<file path="config.mk">
export PLATFORM = sky130hd
export DESIGN_NAME = uart_tx_cfg
export DESIGN_NICKNAME = d
export VERILOG_FILES = /design/src/rtl/uart_tx_cfg.sv
export SDC_FILE = /design/constraint.sdc
export NUM_CORES = 1
export LEC_CHECK = 0
export BUFFER_PORTS_ARGS = -buffer_cell sky130_fd_sc_hd__buf_4
export CAP_MARGIN = 20
export CORE_MARGIN = 2
export CORE_UTILIZATION = 25
export CTS_BUF_LIST = sky130_fd_sc_hd__clkbuf_4 sky130_fd_sc_hd__clkbuf_8 sky130_fd_sc_hd__clkbuf_16
export CTS_CLUSTER_DIAMETER = 100
export DETAILED_ROUTE_END_ITERATION = 12
export SETUP_SLACK_MARGIN = 0.5
export SYNTH_ARGS = -nofsm -noshare
export SYNTH_HDL_FRONTEND = slang
export SYNTH_SLANG_ARGS = --single-unit
</file>
<file path="constraint.sdc">
create_clock -name clk_i -period 2.1 [get_ports clk_i]
set_input_delay 0.21 -clock clk_i [delete_from_list [all_inputs] [get_ports clk_i]]
set_output_delay 0.21 -clock clk_i [all_outputs]
set_load 0.005 [all_outputs]
</file>
<file path="src/rtl/uart_tx_cfg.sv">
// uart_tx_cfg -- configurable UART transmitter with an internal baud divider.
//
// Frame: START(0), DATA_WIDTH data bits LSB first, optional parity bit, then
// one or two STOP bits(1). Every bit holds serial_o for baud_div+1 clocks.
// Data and all frame configuration are latched when a word is accepted, so
// input changes during a frame do not affect that frame.
//
// Optional feature (macro UART_TX_BREAK_EN): line-break generation. The
// break_i input, taken in IDLE, drives the line low until it is released.
// The line then holds one mark bit period before the block returns to IDLE.
// Without the macro, break_i is ignored.
//
// Handshake: a word transfers on a rising edge where tx_valid_i and
// tx_ready_o are both high. tx_ready_o is high only in IDLE, and low while a
// break is requested. The host holds tx_valid_i and tx_data_i until the
// transfer. tx_valid_i seen while busy is ignored.
//
// Ports:
//   clk_i          clock, rising edge
//   rst_ni         asynchronous active-low reset
//   tx_data_i      word to send (DATA_WIDTH bits)
//   tx_valid_i     host has a word
//   tx_ready_o     block can accept a word (combinational from state)
//   baud_div_i     bit period minus one, in clocks
//   parity_mode_i  00 none, 01 even, 10 odd, 11 none
//   stop2_i        0 = one stop bit, 1 = two stop bits
//   break_i        line-break request (used only with UART_TX_BREAK_EN)
//   serial_o       TX line, idle high, registered
//   busy_o         frame or break in progress, registered
//   tx_done_o      one-cycle pulse at frame end, registered
module uart_tx_cfg #(
    parameter int DATA_WIDTH = 8,
    parameter int DIV_WIDTH  = 16
) (
    input  logic                  clk_i,
    input  logic                  rst_ni,
    input  logic [DATA_WIDTH-1:0] tx_data_i,
    input  logic                  tx_valid_i,
    output logic                  tx_ready_o,
    input  logic [DIV_WIDTH-1:0]  baud_div_i,
    input  logic [1:0]            parity_mode_i,
    input  logic                  stop2_i,
    input  logic                  break_i,
    output logic                  serial_o,
    output logic                  busy_o,
    output logic                  tx_done_o
);

    localparam int CW = (DATA_WIDTH > 1) ? $clog2(DATA_WIDTH) : 1;

`ifdef UART_TX_BREAK_EN
    typedef enum logic [2:0] {
        S_IDLE     = 3'd0,
        S_START    = 3'd1,
        S_DATA     = 3'd2,
        S_PARITY   = 3'd3,
        S_STOP     = 3'd4,
        S_BREAK    = 3'd5,
        S_BRK_MARK = 3'd6
    } state_t;
`else
    typedef enum logic [2:0] {
        S_IDLE   = 3'd0,
        S_START  = 3'd1,
        S_DATA   = 3'd2,
        S_PARITY = 3'd3,
        S_STOP   = 3'd4
    } state_t;
`endif

    state_t                state_q;
    logic [DIV_WIDTH-1:0]  div_q;        // latched bit period minus one
    logic [DIV_WIDTH-1:0]  cnt_q;        // counts div_q..0 within one bit
    logic [DATA_WIDTH-1:0] shift_q;      // remaining data bits, LSB next out
    logic [CW-1:0]         bit_cnt_q;    // index of the data bit on the line
    logic                  par_en_q;
    logic                  par_bit_q;
    logic                  stop2_q;
    logic                  stop_left_q;  // a second stop bit still follows
    logic                  bit_end;

    assign bit_end = (cnt_q == '0);

`ifdef UART_TX_BREAK_EN
    assign tx_ready_o = (state_q == S_IDLE) && !break_i;
`else
    assign tx_ready_o = (state_q == S_IDLE);
    logic unused_break;
    assign unused_break = break_i;
`endif

    always_ff @(posedge clk_i or negedge rst_ni) begin
        if (!rst_ni) begin
            state_q     <= S_IDLE;
            div_q       <= '0;
            cnt_q       <= '0;
            shift_q     <= '0;
            bit_cnt_q   <= '0;
            par_en_q    <= 1'b0;
            par_bit_q   <= 1'b0;
            stop2_q     <= 1'b0;
            stop_left_q <= 1'b0;
            serial_o    <= 1'b1;
            busy_o      <= 1'b0;
            tx_done_o   <= 1'b0;
        end else begin
            tx_done_o <= 1'b0;
            // Default: count down inside a bit. Bit-end handling below
            // reloads the counter when a new bit begins.
            if (!bit_end) cnt_q <= cnt_q - DIV_WIDTH'(1);

            case (state_q)
                S_IDLE: begin
                    serial_o <= 1'b1;
                    busy_o   <= 1'b0;
`ifdef UART_TX_BREAK_EN
                    // A break request takes priority over a pending word.
                    if (break_i) begin
                        div_q    <= baud_div_i;
                        serial_o <= 1'b0;
                        busy_o   <= 1'b1;
                        state_q  <= S_BREAK;
                    end else
`endif
                    if (tx_valid_i) begin
                        shift_q   <= tx_data_i;
                        div_q     <= baud_div_i;
                        cnt_q     <= baud_div_i;
                        par_en_q  <= (parity_mode_i == 2'b01) || (parity_mode_i == 2'b10);
                        par_bit_q <= (^tx_data_i) ^ (parity_mode_i == 2'b10);
                        stop2_q   <= stop2_i;
                        serial_o  <= 1'b0;
                        busy_o    <= 1'b1;
                        state_q   <= S_START;
                    end
                end

                S_START: begin
                    if (bit_end) begin
                        cnt_q     <= div_q;
                        serial_o  <= shift_q[0];
                        shift_q   <= shift_q >> 1;
                        bit_cnt_q <= '0;
                        state_q   <= S_DATA;
                    end
                end

                S_DATA: begin
                    if (bit_end) begin
                        cnt_q <= div_q;
                        if (bit_cnt_q == CW'(DATA_WIDTH - 1)) begin
                            if (par_en_q) begin
                                serial_o <= par_bit_q;
                                state_q  <= S_PARITY;
                            end else begin
                                serial_o    <= 1'b1;
                                stop_left_q <= stop2_q;
                                state_q     <= S_STOP;
                            end
                        end else begin
                            serial_o  <= shift_q[0];
                            shift_q   <= shift_q >> 1;
                            bit_cnt_q <= bit_cnt_q + CW'(1);
                        end
                    end
                end

                S_PARITY: begin
                    if (bit_end) begin
                        cnt_q       <= div_q;
                        serial_o    <= 1'b1;
                        stop_left_q <= stop2_q;
                        state_q     <= S_STOP;
                    end
                end

                S_STOP: begin
                    if (bit_end) begin
                        if (stop_left_q) begin
                            cnt_q       <= div_q;
                            stop_left_q <= 1'b0;
                        end else begin
                            busy_o    <= 1'b0;
                            tx_done_o <= 1'b1;
                            state_q   <= S_IDLE;
                        end
                    end
                end

`ifdef UART_TX_BREAK_EN
                S_BREAK: begin
                    if (!break_i) begin
                        cnt_q    <= div_q;
                        serial_o <= 1'b1;
                        state_q  <= S_BRK_MARK;
                    end
                end

                S_BRK_MARK: begin
                    if (bit_end) begin
                        busy_o  <= 1'b0;
                        state_q <= S_IDLE;
                    end
                end
`endif

                default: begin
                    serial_o <= 1'b1;
                    busy_o   <= 1'b0;
                    cnt_q    <= '0;
                    state_q  <= S_IDLE;
                end
            endcase
        end
    end

endmodule

</file>
Word-level counts from Yosys, hierarchy flattened:

Index checks and enable logic that the tools add are counted.

* add/subtract/negate cells: 2
* multiply operators: 0
* div/mod/pow operators: 0
* $lt $le $gt $ge: 0
* eq/ne operators: 16
* shift-type cells: 0
* multiplexer cells: 44
* bitwise logic cells: 3
* reduce and logical (&&, ||, !) cells: 15

Operators by type and width (count)
* 2-to-1 mux 16 bit: 5
* case mux 16 bit (3 select lines): 1
* 2-to-1 mux 3 bit: 11
* 2-to-1 mux 8 bit: 4
* case mux 8 bit (3 select lines): 1
* inequality test 2 bit, second input constant: 9
* 2-to-1 mux 1 bit: 17
* logical NOT 16 bit: 1
* subtractor 16 x 1 -> 16 bit, second input constant: 1
* case mux 3 bit (5 select lines): 1
* AND reduction 4 bit: 2
* XOR reduction 8 bit: 1
* AND reduction 7 bit: 1
* equality test 3 x 2 -> 1 bit, second input constant: 2
* equality test 3 bit, second input constant: 2
* case mux 1 bit (3 select lines): 2
* case mux 3 bit (2 select lines): 1
* AND reduction 6 bit: 1
* nonzero test 3 bit: 2
* case mux 1 bit (5 select lines): 1
* AND reduction 5 bit: 1
* adder 3 x 1 -> 3 bit, second input constant: 1
* equality test 3 x 1 -> 1 bit, second input constant: 1
* logical NOT 3 bit: 1
* 9 further kinds: 10

* register bits after elaboration: 53
* latch bits: 0
* memory bits (writable): 0
* bits in read-only memories: 0
* bits of input ports: 31
* output and inout port bits: 4
* word-level logic and storage cells: 92
* memories: 0

Logic depth before layout (Yosys ltp):

Gate-level depths: netlist of the first run.

* word-level depth: 5
* mapped depth: 9
* depth with buffers taken out: 7

Worst setup path after synthesis of the first run:

Ideal clock, no wire load.

* kind: reg2reg
* start: register cnt_q[0]
* end: register shift_q[0]
* setup time: 125 ps
* data arrival time: 1986 ps
* data required time: 1975 ps
* setup slack: -11 ps
* stages on the path, launching flop included: 7
* buffers on the path: 0
* clock period less this slack: 2111 ps
* path through: dfrtp_1 -> inv_1 -> ha_1 -> nor3b_1 -> nand4_2 -> o311ai_4 -> mux2_2

* cells in the longest elaborated chain, start to end: 3
* elaborated cells between the ends (all ways): 4
* those cells by class: eq/ne (2); reduce/logical (2)

RTL lines
* start, declared: line 73 `logic [DIV_WIDTH-1:0] cnt_q;`
* start signal, assigned: line 110 `if (!bit_end) cnt_q <= cnt_q - DIV_WIDTH'(1);`
* start signal, assigned: line 128 `cnt_q <= baud_div_i;`
* start signal, assigned: line 140 `cnt_q <= div_q;`
* logical NOT 16 bit *: line 82 `assign bit_end = (cnt_q == '0);`
* inequality test 2 bit (no source line)
* AND reduction 5 bit (no source line) *
* end signal, assigned: line 126 `shift_q <= tx_data_i;`
* end signal, assigned: line 142 `shift_q <= shift_q >> 1;`
* end signal, assigned: line 162 `shift_q <= shift_q >> 1;`
* end, declared: line 74 `logic [DATA_WIDTH-1:0] shift_q;`

Every way passes the cells marked *; elsewhere a longest branch is shown, timed or not.
A chain may end at the register's enable or synchronous reset.

Worst setup path in the final report of the first run:

* start: register cnt_q[13]
* end: register shift_q[2]

The elaborated chain is that of the path after synthesis.

==> results of run 1 <==
[registers in the layout, summed over array words and instances, names as in the netlist]
register,cells
stop_left_q,1
par_bit_q,1
cnt_q,16
par_en_q,1
state_q,3
serial_o,1
shift_q,8
bit_cnt_q,3
div_q,16
busy_o,1
tx_done_o,1
stop2_q,1
[layout make-up]
class	count	share of cell area
sequential	53	0.322
clock inverter	1	0.00121
tap	143	0.0433
clock buffer	7	0.0369
multi-input combinational	235	0.412
timing repair buffer	81	0.180
inverter	5	0.00454
[worst max-delay path, stage by stage, from the launching register on]
cell	delay (ns)
dfrtp_1	0.42
nor4_4	0.47
nand4_4	0.26
o311ai_4	0.33
buf_12	0.18
mux2_4	0.30
[per-layer routing]
layer / global-route usage / vias up / part of all wire
met5: 0 / - / 0
li1: - / 1238 / -
met2: 0.207 / 65 / 0.48
met1: 0.169 / 1280 / 0.46
met4: 0.0379 / 0 / 0.018
met3: 0.0230 / 14 / 0.040
[stage by stage]
stage                     TNS [ns]  hold WS (ns)   util  setup WS (ns)  power [W]
final                            0         0.122  0.365         0.0223    0.00302
after global routing       -0.0714         0.126  0.365        -0.0132    0.00318
after CTS                        0         0.115  0.338          0.154    0.00292
after detailed placement   -0.0121         0.309  0.306       -0.00612    0.00197
after global placement           0         0.301  0.306         0.0123    0.00195
after floorplan                  0       -0.0856      -          0.188    0.00173
[cell usage in the layout, fill, tap and decap left out, types with 4 or more instances in the layout]
| master | instances |
|---|---|
| a21oi_1 | 11 |
| buf_12 | 4 |
| buf_4 | 66 |
| buf_6 | 6 |
| clkbuf_16 | 8 |
| dfrtp_1 | 48 |
| dfrtp_2 | 4 |
| ha_1 | 4 |
| mux2_2 | 7 |
| mux2_4 | 8 |
| nand2_1 | 77 |
| nand3b_1 | 4 |
| nor2_1 | 9 |
| nor2_4 | 4 |
| nor3_1 | 7 |
| nor4_4 | 5 |
| o211ai_1 | 14 |
| o21ai_0 | 6 |
| o22ai_1 | 4 |
| xnor2_1 | 13 |
| xor2_1 | 5 |
[repair_timing]
item,CTS,global route
endpoints found under the hold margin,15,0
hold buffers,1,0
endpoints found under the setup margin,54,54
pin swaps,10,28
gates resized for setup,23,35
buffers inserted,12,12
gates cloned,0,3
[how the worst max path moves through the flow]
stage                     cells after the start    endpoint
after CTS                                     6   cnt_q[12]
after global placement                        6  shift_q[5]
after detailed placement                      6  shift_q[0]
after floorplan                               4  shift_q[0]
after global routing                          5  shift_q[6]
final                                         5  shift_q[2]
[report_power, final]
group | internal, W | switching [W] | leakage, nW
Sequential | 0.00119 | 0.000188 | 0.648
Clock | 0.000506 | 0.000366 | 0.0799
Combinational | 0.000427 | 0.000338 | 1.03
[cells by family after synthesis]
| group | synth area share |
|---|---|
| DFF | 0.462 |
| adders and majority gates | 0.0218 |
| xor gates and xnor gates | 0.0549 |
| AOI/OAI and AO/OA | 0.155 |
| and+or+nand+nor | 0.217 |
| buffers and inverters | 0.0266 |
| muxes | 0.0623 |
==> out/results.tsv, run 1 <==
stage	metric	value	unit
route	drc_errors	0	
die	design.core.area	0.0113	sq mm
timing	fin_skew	0.00369	ns
global_routing	gr-total-overflow	0	
outcome	status	finished, final reports clean	
route	vias	2597	
power_and_ir_drop	power_density	730	mW/mm^2
worst_setup_path	crit_path_start	cnt_q[13]	
clock_network	clock_sinks	53	
worst_setup_path	critPathArrivalTime	2.26	ns
yosys	synthesis.nets	343	
yosys	yosys_register_bits	53	
place	place_hpwl	4.92	mm
yosys	synth_cell_types	47	
clock_network	htreeDepth	2	
timing	setup_violations	0	
timing	fmax	481	MHz
yosys	synth_ff_type	dfrtp_1	
die	initial_core_util	0.254	
global_routing	grt_pass1_vias	2647	
place	place_area	0.00347	sq mm
clock_network	cts-buffers-inserted	5	
route	via_per_inst	4.95	
layout	area_growth	43.9	%
yosys	synth_most_common_cell	nand2_1	
layout	multi_input_area	0.00170	sq mm
yosys	synth_largest_area_cell	dfrtp_1	
hold_path	hold_class	in2reg	
yosys	syn-instance-count	307	
layout	seq_area	0.00133	sq mm
yosys	async_flop_share	1.00	
place	port_buffers	33	
worst_setup_path	reg2reg_depth	5	
power_and_ir_drop	p_leak	1.76	nW
worst_setup_path	worstReg2RegStart	cnt_q[13]	
yosys	syn_area	0.00287	sq mm
layout	diodes	0	
flow_run	max_cap_violations	0	
global_routing	track_usage	0.126	
yosys	yosysTopAreaCellShare	0.453	
timing	finalCriticalPeriod	2.08	ns
clock_network	worst_skew_pair.late_latency	0.29	ns
layout	fill_cells	1124	
die	io_pins	35	
layout	design_area	0.00413	sq mm
worst_setup_path	critPathMaxFanout	8	
die	row_count	39	
hold_path	hp-start	stop2_i	
timing	max_slew_margin	0.536	
timing	drv_slew	0	
layout	stdcell_count	525	
yosys	yosysWarnings	0	
yosys	synth_commonest_cells	nand2_1, dfrtp_1, mux2_2, nor2_1, o211ai_1	
global_routing	grt_max_degree	54	
timing	tightest_slew	0.697	ns
yosys	ys_seq_area_frac	0.462	
route	first_pass_iters	4	
timing	hold_viol_final	0	
timing	rsz0062_at_grt	yes	
worst_setup_path	end_kind	register	
layout	drive_gt1_frac	0.372	
clock_network	cts_buffer_depth	2	
hold_path	holdPathEnd	stop2_q	
place	gp_congestion	0.847	
timing	post-route-period-util	0.989	
yosys	synth_edf_count	0	
clock_network	cts-root-buf	clkbuf_16	
worst_setup_path	path_class	reg2reg	
layout	finalNetCount	417	
die	die-height	111	um
worst_setup_path	reg2reg_slack	0.02	ns
clock_network	cts_tree	built	
route	drt_iter0_markers	263	
global_routing	grt_first_pass_wirelength	13.0	mm
worst_setup_path	cp.required	2.28	ns
die	dieArea	0.0124	sq mm
route	wl_per_cell	15.3	um
place	placedCellCount	489	
global_routing	antenna_found_initial	0	
power_and_ir_drop	ir_worst_vdd	0.000382	V
worst_setup_path	start_kind	register	
yosys	avgSynthCellArea	9.35	sq um
yosys	synth_area_leaders	dfrtp_1, nand2_1, mux2_2, xnor2_1, o211ai_1	
clock_network	clkSlewWorstSetupHoldPaths	0.07	ns
die	die_w	111	um
hold_path	hold_depth	3	
route	drt-total-wl	8.05	mm
worst_setup_path	reg2reg_to	shift_q[2]	
route	ant_nets	0	
Note: power is estimated with default switching activity, not from simulation.
==> run 2: changes to the inputs <==
--- a/config.mk
+++ b/config.mk
@@ -12,6 +12,7 @@
 export CTS_BUF_LIST = sky130_fd_sc_hd__clkbuf_4 sky130_fd_sc_hd__clkbuf_8 sky130_fd_sc_hd__clkbuf_16
 export CTS_CLUSTER_DIAMETER = 100
 export DETAILED_ROUTE_END_ITERATION = 12
+export RECOVER_POWER = 25
 export SETUP_SLACK_MARGIN = 0.5
 export SYNTH_ARGS = -nofsm -noshare
 export SYNTH_HDL_FRONTEND = slang
==> constraint.sdc (replaced) <==
create_clock -name clk_i -period 1.82 [get_ports clk_i]
set_input_delay 0.182 -clock clk_i [delete_from_list [all_inputs] [get_ports clk_i]]
set_output_delay 0.182 -clock clk_i [all_outputs]
set_load 0.005 [all_outputs]
==> run 2 against run 1 <==
Compared with the run above:
- the flow now finishes with violations (negative setup slack)
- setup slack worse by 0.13 ns
- first-iteration DRC count decreased by 57%
- worst hold slack got worse by 0.034 ns
- core utilization increased by 3.6 points
- sequential share of layout area decreased by 2.9 points
- critical endpoint is now shift_q[5]
==> out/results.tsv, run 2 (synthesis results as in run 1) <==
stage	metric	value	unit	change
outcome	status	finished with violations		was finished, final reports clean
outcome	violations	negative setup slack		
global_routing	grt_pass1_vias	2735		was 2,647
power_and_ir_drop	seqPwrFrac	0.430		was 0.457
power_and_ir_drop	power_density	802	mW/mm^2	was 730 mW/mm^2
clock_network	clkSlewWorstSetupHoldPaths	0.08	ns	was 0.07 ns
power_and_ir_drop	ir_worst_vdd	0.000398	V	was 0.000382 V
route	drc_errors	0		unchanged
clock_network	cts_buffer_depth	2		unchanged
die	die-height	111	um	unchanged
timing	fmax	518	MHz	was 481 MHz
global_routing	track_usage	0.134		was 0.126
die	design.core.area	0.0113	sq mm	unchanged
global_routing	grt_first_pass_wirelength	13.7	mm	was 13.0 mm
die	die_w	111	um	unchanged
power_and_ir_drop	p_leak	1.97	nW	was 1.76 nW
timing	finalCriticalPeriod	1.93	ns	was 2.08 ns
timing	hold_viol_final	0		unchanged
clock_network	cts_tree	built		unchanged
hold_path	holdPathEnd	stop2_q		unchanged
place	pre_cts_ws	-0.221	ns	was -0.00612 ns
layout	diodes	0		unchanged
layout	drive_gt1_frac	0.506		was 0.372
place	place_area	0.00366	sq mm	was 0.00347 sq mm
global_routing	antenna_found_initial	0		unchanged
worst_setup_path	reg2reg_slack	-0.11	ns	was 0.02 ns
worst_setup_path	critPathArrivalTime	2.12	ns	was 2.26 ns
route	wl_per_cell	15.6	um	was 15.3 um
clock_network	clock_sinks	53		unchanged
clock_network	cts-root-buf	clkbuf_16		unchanged
clock_network	worst_skew_pair.late_latency	0.30	ns	was 0.29 ns
layout	finalNetCount	444		was 417
hold_path	hold_depth	3		unchanged
die	io_pins	35		unchanged
layout	design_area	0.00454	sq mm	was 0.00413 sq mm
layout	final_cell_mix	buf_4, dfrtp_1, nand2_1		was nand2_1, buf_4, dfrtp_1
layout	fill_cells	1078		was 1,124
worst_setup_path	reg2reg_depth	6		was 5
worst_setup_path	cpLargestDelayFamily	simple AND/OR/NAND/NOR gates		unchanged
route	via_per_inst	4.88		was 4.95
worst_setup_path	start_kind	register		unchanged
layout	final_common_cell	buf_4		was nand2_1
route	drt-total-wl	8.59	mm	was 8.05 mm
power_and_ir_drop	p_int	0.00250	W	was 0.00212 W
worst_setup_path	cp.required	2.01	ns	was 2.28 ns
worst_setup_path	critPathMaxFanout	8		unchanged
route	ant_nets	0		unchanged
power_and_ir_drop	combPwrFrac	0.295		was 0.253
timing	tns	-2.31	ns	was 0 ns
die	dieArea	0.0124	sq mm	unchanged
power_and_ir_drop	netSwitchingFraction	0.313		was 0.296
layout	reg_top3	cnt_q (16), div_q (16), shift_q (8)		unchanged
layout	area_growth	58.0	%	was 43.9%
power_and_ir_drop	p_sw	0.00114	W	was 0.000892 W
place	place_hpwl	5.37	mm	was 4.92 mm
hold_path	hp-start	stop2_i		unchanged
die	row_count	39		unchanged
die	initial_core_util	0.254		unchanged
worst_setup_path	end_kind	register		unchanged
timing	setup_violations	27		was 0
hold_path	hold_class	in2reg		unchanged
place	gp_congestion	0.786		was 0.847
flow_run	max_cap_violations	0		unchanged
timing	tightest_slew	1.32	ns	was 0.697 ns
route	vias	2693		was 2,597
layout	fin_util	0.401		was 0.365
timing	max_slew_margin	0.122		was 0.536
power_and_ir_drop	power_frac_clock	0.276		was 0.289
timing	post-route-period-util	1.06		was 0.989
worst_setup_path	path_cells	nor4_2 -> buf_4 -> nand4_4 -> o311ai_4 -> buf_12 -> mux2_4		was nor4_4 -> nand4_4 -> o311ai_4 -> buf_12 -> mux2_4
worst_setup_path	crit_buf_inv	2		was 1
timing	drv_slew	0		unchanged
worst_setup_path	critPathSlowestCell	dfrtp_1		was nor4_4
clock_network	cts-buffers-inserted	5		unchanged
worst_setup_path	worstReg2RegStart	cnt_q[10]		was cnt_q[13]
route	first_pass_iters	4		unchanged
timing	whs	0.0879	ns	was 0.122 ns
worst_setup_path	cp_slowest_stage_delay	0.40	ns	was 0.47 ns
global_routing	gr-total-overflow	0		unchanged
worst_setup_path	path_class	reg2reg		unchanged
place	port_buffers	33		unchanged
route	drt_iter0_markers	112		was 263
worst_setup_path	reg2reg_to	shift_q[5]		was shift_q[2]
global_routing	grt_max_degree	54		unchanged
timing	fin_skew	0.00591	ns	was 0.00369 ns
timing	fin_ws	-0.111	ns	was 0.0223 ns
timing	rsz0062_at_grt	yes		unchanged
clock_network	htreeDepth	2		unchanged
==> run 2: cell types whose count changed in the layout (fill, tap and decap cells not counted), sizes merged <==
cell      delta
clkinvlp     +1
buf         +25
inv          +2
clkinv       -1
==> run 2: worst max path at each step <==
| stage | from | endpoint | cells after the start |
|---|---|---|---|
| 6_report | cnt_q[10] | shift_q[5] | 6 |
| 5_1_grt | cnt_q[7] | cnt_q[5] | 9 |
| 4_1_cts | cnt_q[0] | shift_q[5] | 7 |
| 3_5_place_dp | cnt_q[1] | shift_q[5] | 6 |
| 3_3_place_gp | cnt_q[1] | shift_q[7] | 6 |
| 2_1_floorplan | cnt_q[3] | shift_q[0] | 4 |
==> run 2: power groups by stage <==
stage | registers, W | logic (W) | clock network, W
finish | 0.00156 | 0.00107 | 0.00100
global route | 0.00159 | 0.00117 | 0.00106
CTS | 0.00155 | 0.00102 | 0.00101
detailed placement | 0.00156 | 0.000904 | 0
global placement | 0.00155 | 0.000872 | 0
floorplan | 0.00158 | 0.000418 | 0
==> run 2: metrics by stage <==
| step | total power (W) | cells |
|---|---|---|
| 2_1_floorplan | 0.00200 | 307 |
| 6_report | 0.00364 | 552 |
| 4_1_cts | 0.00358 | 541 |
| 5_1_grt | 0.00382 | 552 |
| 3_3_place_gp | 0.00242 | 514 |
| 3_5_place_dp | 0.00246 | 514 |
==> run 2: layout make-up <==
cell class	count	area, sq um	area share
clock buffers	5	125	0.0276
clock inverters	3	25.0	0.00552
inverters	5	18.8	0.00414
multi-input cells	235	1850	0.408
flip-flops and latches	53	1330	0.293
well taps	143	179	0.0394
repair buffers	108	1010	0.222
==> run 2: worst min-delay path, stage by stage <==
cell,delay [ns]
buf_4,0.08
nand2_1,0.04
nand2_1,0.05
==> run 2: timing repair <==
action                                  4_1_cts  5_1_grt
gates cloned                                  2        3
setup buffers                                16        8
hold endpoints to repair                     52        0
hold buffers                                  1        0
pin swaps                                    10       51
endpoints found under the setup margin       54       54
gates resized for setup                      50       68
==> run 2: per-layer routing <==
layer  global-route usage  part of all wire
met5                    0                 0
met4               0.0354            0.0076
met3               0.0208             0.025
met2                0.231              0.51
met1                0.176              0.46
==> run 3: changes to the inputs <==
==> constraint.sdc (replaced) <==
create_clock -name clk_i -period 1.7 [get_ports clk_i]
set_input_delay 0.17 -clock clk_i [delete_from_list [all_inputs] [get_ports clk_i]]
set_output_delay 0.17 -clock clk_i [all_outputs]
set_load 0.005 [all_outputs]
==> run 3 against run 2 <==
Compared with the run above:
- the run still ends with negative setup slack left
- sequential share of layout area rose by 0.16 points
- register-to-register slack got worse by 0.25 ns
- maximum frequency fell by 6.2%
- critical path type unchanged
==> out/results.tsv, run 3 (synthesis results as in run 1) <==
stage	metric	value	unit	change
worst_setup_path	critPathMaxFanout	20		was 8
layout	reg_top3	cnt_q (16), div_q (16), shift_q (8)		unchanged
hold_path	hp-start	baud_div_i[3]		was stop2_i
power_and_ir_drop	power_density	895	mW/mm^2	was 802 mW/mm^2
die	die_w	111	um	unchanged
worst_setup_path	path_class	reg2reg		unchanged
layout	area_growth	57.0	%	was 58.0%
timing	tns	-5.12	ns	was -2.31 ns
global_routing	gr-total-overflow	0		unchanged
layout	finalNetCount	447		was 444
timing	fin_skew	0.00786	ns	was 0.00591 ns
die	io_pins	35		unchanged
route	ant_nets	0		unchanged
timing	finalCriticalPeriod	2.06	ns	was 1.93 ns
global_routing	grt_max_degree	54		unchanged
global_routing	antenna_found_initial	0		unchanged
timing	fin_ws	-0.358	ns	was -0.111 ns
power_and_ir_drop	power_frac_clock	0.300		was 0.276
die	design.core.area	0.0113	sq mm	unchanged
power_and_ir_drop	total_power	0.00403	W	was 0.00364 W
layout	final_cell_mix	buf_4, dfrtp_1, nand2_1		unchanged
clock_network	cts-buffers-inserted	5		unchanged
route	via_per_inst	4.91		was 4.88
power_and_ir_drop	netSwitchingFraction	0.287		was 0.313
power_and_ir_drop	combPwrFrac	0.286		was 0.295
place	port_buffers	33		unchanged
layout	diodes	0		unchanged
clock_network	htreeDepth	2		unchanged
die	dieArea	0.0124	sq mm	unchanged
power_and_ir_drop	p_leak	1.95	nW	was 1.97 nW
hold_path	hold_class	in2reg		unchanged
timing	post-route-period-util	1.21		was 1.06
worst_setup_path	crit_path_end	cnt_q[0]		was shift_q[5]
clock_network	cts-root-buf	clkbuf_16		unchanged
power_and_ir_drop	p_int	0.00288	W	was 0.00250 W
layout	final_common_cell	buf_4		unchanged
power_and_ir_drop	p_sw	0.00116	W	was 0.00114 W
route	wl_per_cell	15.7	um	was 15.6 um
clock_network	clock_sinks	53		unchanged
place	gp_congestion	0.835		was 0.786
clock_network	clkSlewWorstSetupHoldPaths	0.07	ns	was 0.08 ns
die	row_count	39		unchanged
worst_setup_path	worstReg2RegStart	cnt_q[0]		was cnt_q[10]
worst_setup_path	reg2reg_to	cnt_q[0]		was shift_q[5]
worst_setup_path	end_kind	register		unchanged
worst_setup_path	path_cells	inv_2 -> ha_4 -> nor3b_4 -> nand4_4 -> buf_8 -> a2111oi_0 -> a211o_1		was nor4_2 -> buf_4 -> nand4_4 -> o311ai_4 -> buf_12 -> mux2_4
outcome	violations	negative setup slack		unchanged
timing	drv_slew	0		unchanged
timing	tightest_slew	1.20	ns	was 1.32 ns
worst_setup_path	crit_path_start	cnt_q[0]		was cnt_q[10]
worst_setup_path	critPathSlowestCell	a2111oi_0		was dfrtp_1
route	drt-total-wl	8.69	mm	was 8.59 mm
power_and_ir_drop	seqPwrFrac	0.414		was 0.430
layout	design_area	0.00451	sq mm	was 0.00454 sq mm
clock_network	cts_buffer_depth	2		unchanged
worst_setup_path	reg2reg_depth	7		was 6
power_and_ir_drop	ir_worst_vdd	0.000555	V	was 0.000398 V
worst_setup_path	critPathArrivalTime	2.28	ns	was 2.12 ns
worst_setup_path	reg2reg_slack	-0.36	ns	was -0.11 ns
worst_setup_path	cp.required	1.92	ns	was 2.01 ns
hold_path	hold_depth	3		unchanged
global_routing	track_usage	0.130		was 0.134
flow_run	max_cap_violations	0		unchanged
worst_setup_path	start_kind	register		unchanged
place	place_hpwl	5.47	mm	was 5.37 mm
place	place_area	0.00373	sq mm	was 0.00366 sq mm
route	vias	2724		was 2,693
outcome	status	finished with violations		unchanged
timing	setup_violations	30		was 27
layout	drive_gt1_frac	0.478		was 0.506
die	initial_core_util	0.254		unchanged
route	drc_errors	0		unchanged
timing	hold_viol_final	0		unchanged
route	drt_iter0_markers	186		was 112
worst_setup_path	cp_slowest_stage_delay	0.56	ns	was 0.40 ns
global_routing	grt_first_pass_wirelength	13.4	mm	was 13.7 mm
timing	max_slew_margin	0.197		was 0.122
timing	rsz0062_at_grt	yes		unchanged
die	die-height	111	um	unchanged
route	first_pass_iters	4		unchanged
clock_network	cts_tree	built		unchanged
clock_network	worst_skew_pair.late_latency	0.29	ns	was 0.30 ns
place	pre_cts_ws	-0.321	ns	was -0.221 ns
global_routing	grt_pass1_vias	2769		was 2,735
timing	fmax	486	MHz	was 518 MHz
==> run 3: cell count changes in the layout (fill, tap and decap cells not counted), sizes merged <==
cell	change
inv	-2
bufinv	+1
clkbuf	+2
clkinvlp	-1
buf	+3
==> run 3: worst min path at each step <==
stage / end / slack, ns
final: div_q[3] / 0.09
after global routing: stop2_q / 0.10
after CTS: stop2_q / 0.08
after detailed placement: div_q[12] / 0.26
after global placement: div_q[11] / 0.25
after floorplan: bit_cnt_q[0] / -0.13
==> run 3: cell type report <==
class / instances / area (sq um)
fillers: 1085 / 6810
well taps: 143 / 179
multi-input cells: 235 / 1790
inverters: 5 / 18.8
clock inverters: 1 / 30.0
flip-flops and latches: 53 / 1330
repair buffers: 111 / 1010
clock buffers: 7 / 146
==> run 3: metrics by stage <==
stage,hold WS (ns),cells,utilization
finish,0.0932,555,0.398
global route,0.102,555,0.398
CTS,0.0794,543,0.371
detailed placement,0.264,523,0.330
global placement,0.255,523,0.330
floorplan,-0.126,307,-
==> run 3: power groups by stage <==
stage	clock, W	combinational, W	sequential (W)
3_5_place_dp	0	0.000947	0.00167
5_1_grt	0.00128	0.00126	0.00170
3_3_place_gp	0	0.000927	0.00166
6_report	0.00121	0.00115	0.00167
2_1_floorplan	0	0.000447	0.00169
4_1_cts	0.00122	0.00104	0.00165
==> run 3: what timing repair did <==
action,in CTS,in global routing
gates resized for setup,55,46
gates cloned,1,4
setup buffers,10,8
setup endpoints to repair,54,54
hold endpoints to repair,52,0
hold buffers,1,0
pin swaps,8,42
==> run 3: metal layers <==
layer | vias up | part of all wire | global-route usage
li1 | 1297 | - | -
met5 | - | 0 | 0
met2 | 63 | 0.50 | 0.224
met3 | 14 | 0.035 | 0.0180
met4 | 0 | 0.017 | 0.0313
met1 | 1350 | 0.45 | 0.172
==> run 3: critical path, delay by kind of cell (launching register included) <==
family / cells / cell delay (ns)
buffers and inverters: 2 / 0.29
flip-flops: 1 / 0.39
AO/OA/AOI/OAI: 2 / 0.76
adder cells (fa/ha/maj): 1 / 0.13
AND/OR/NAND/NOR: 2 / 0.42
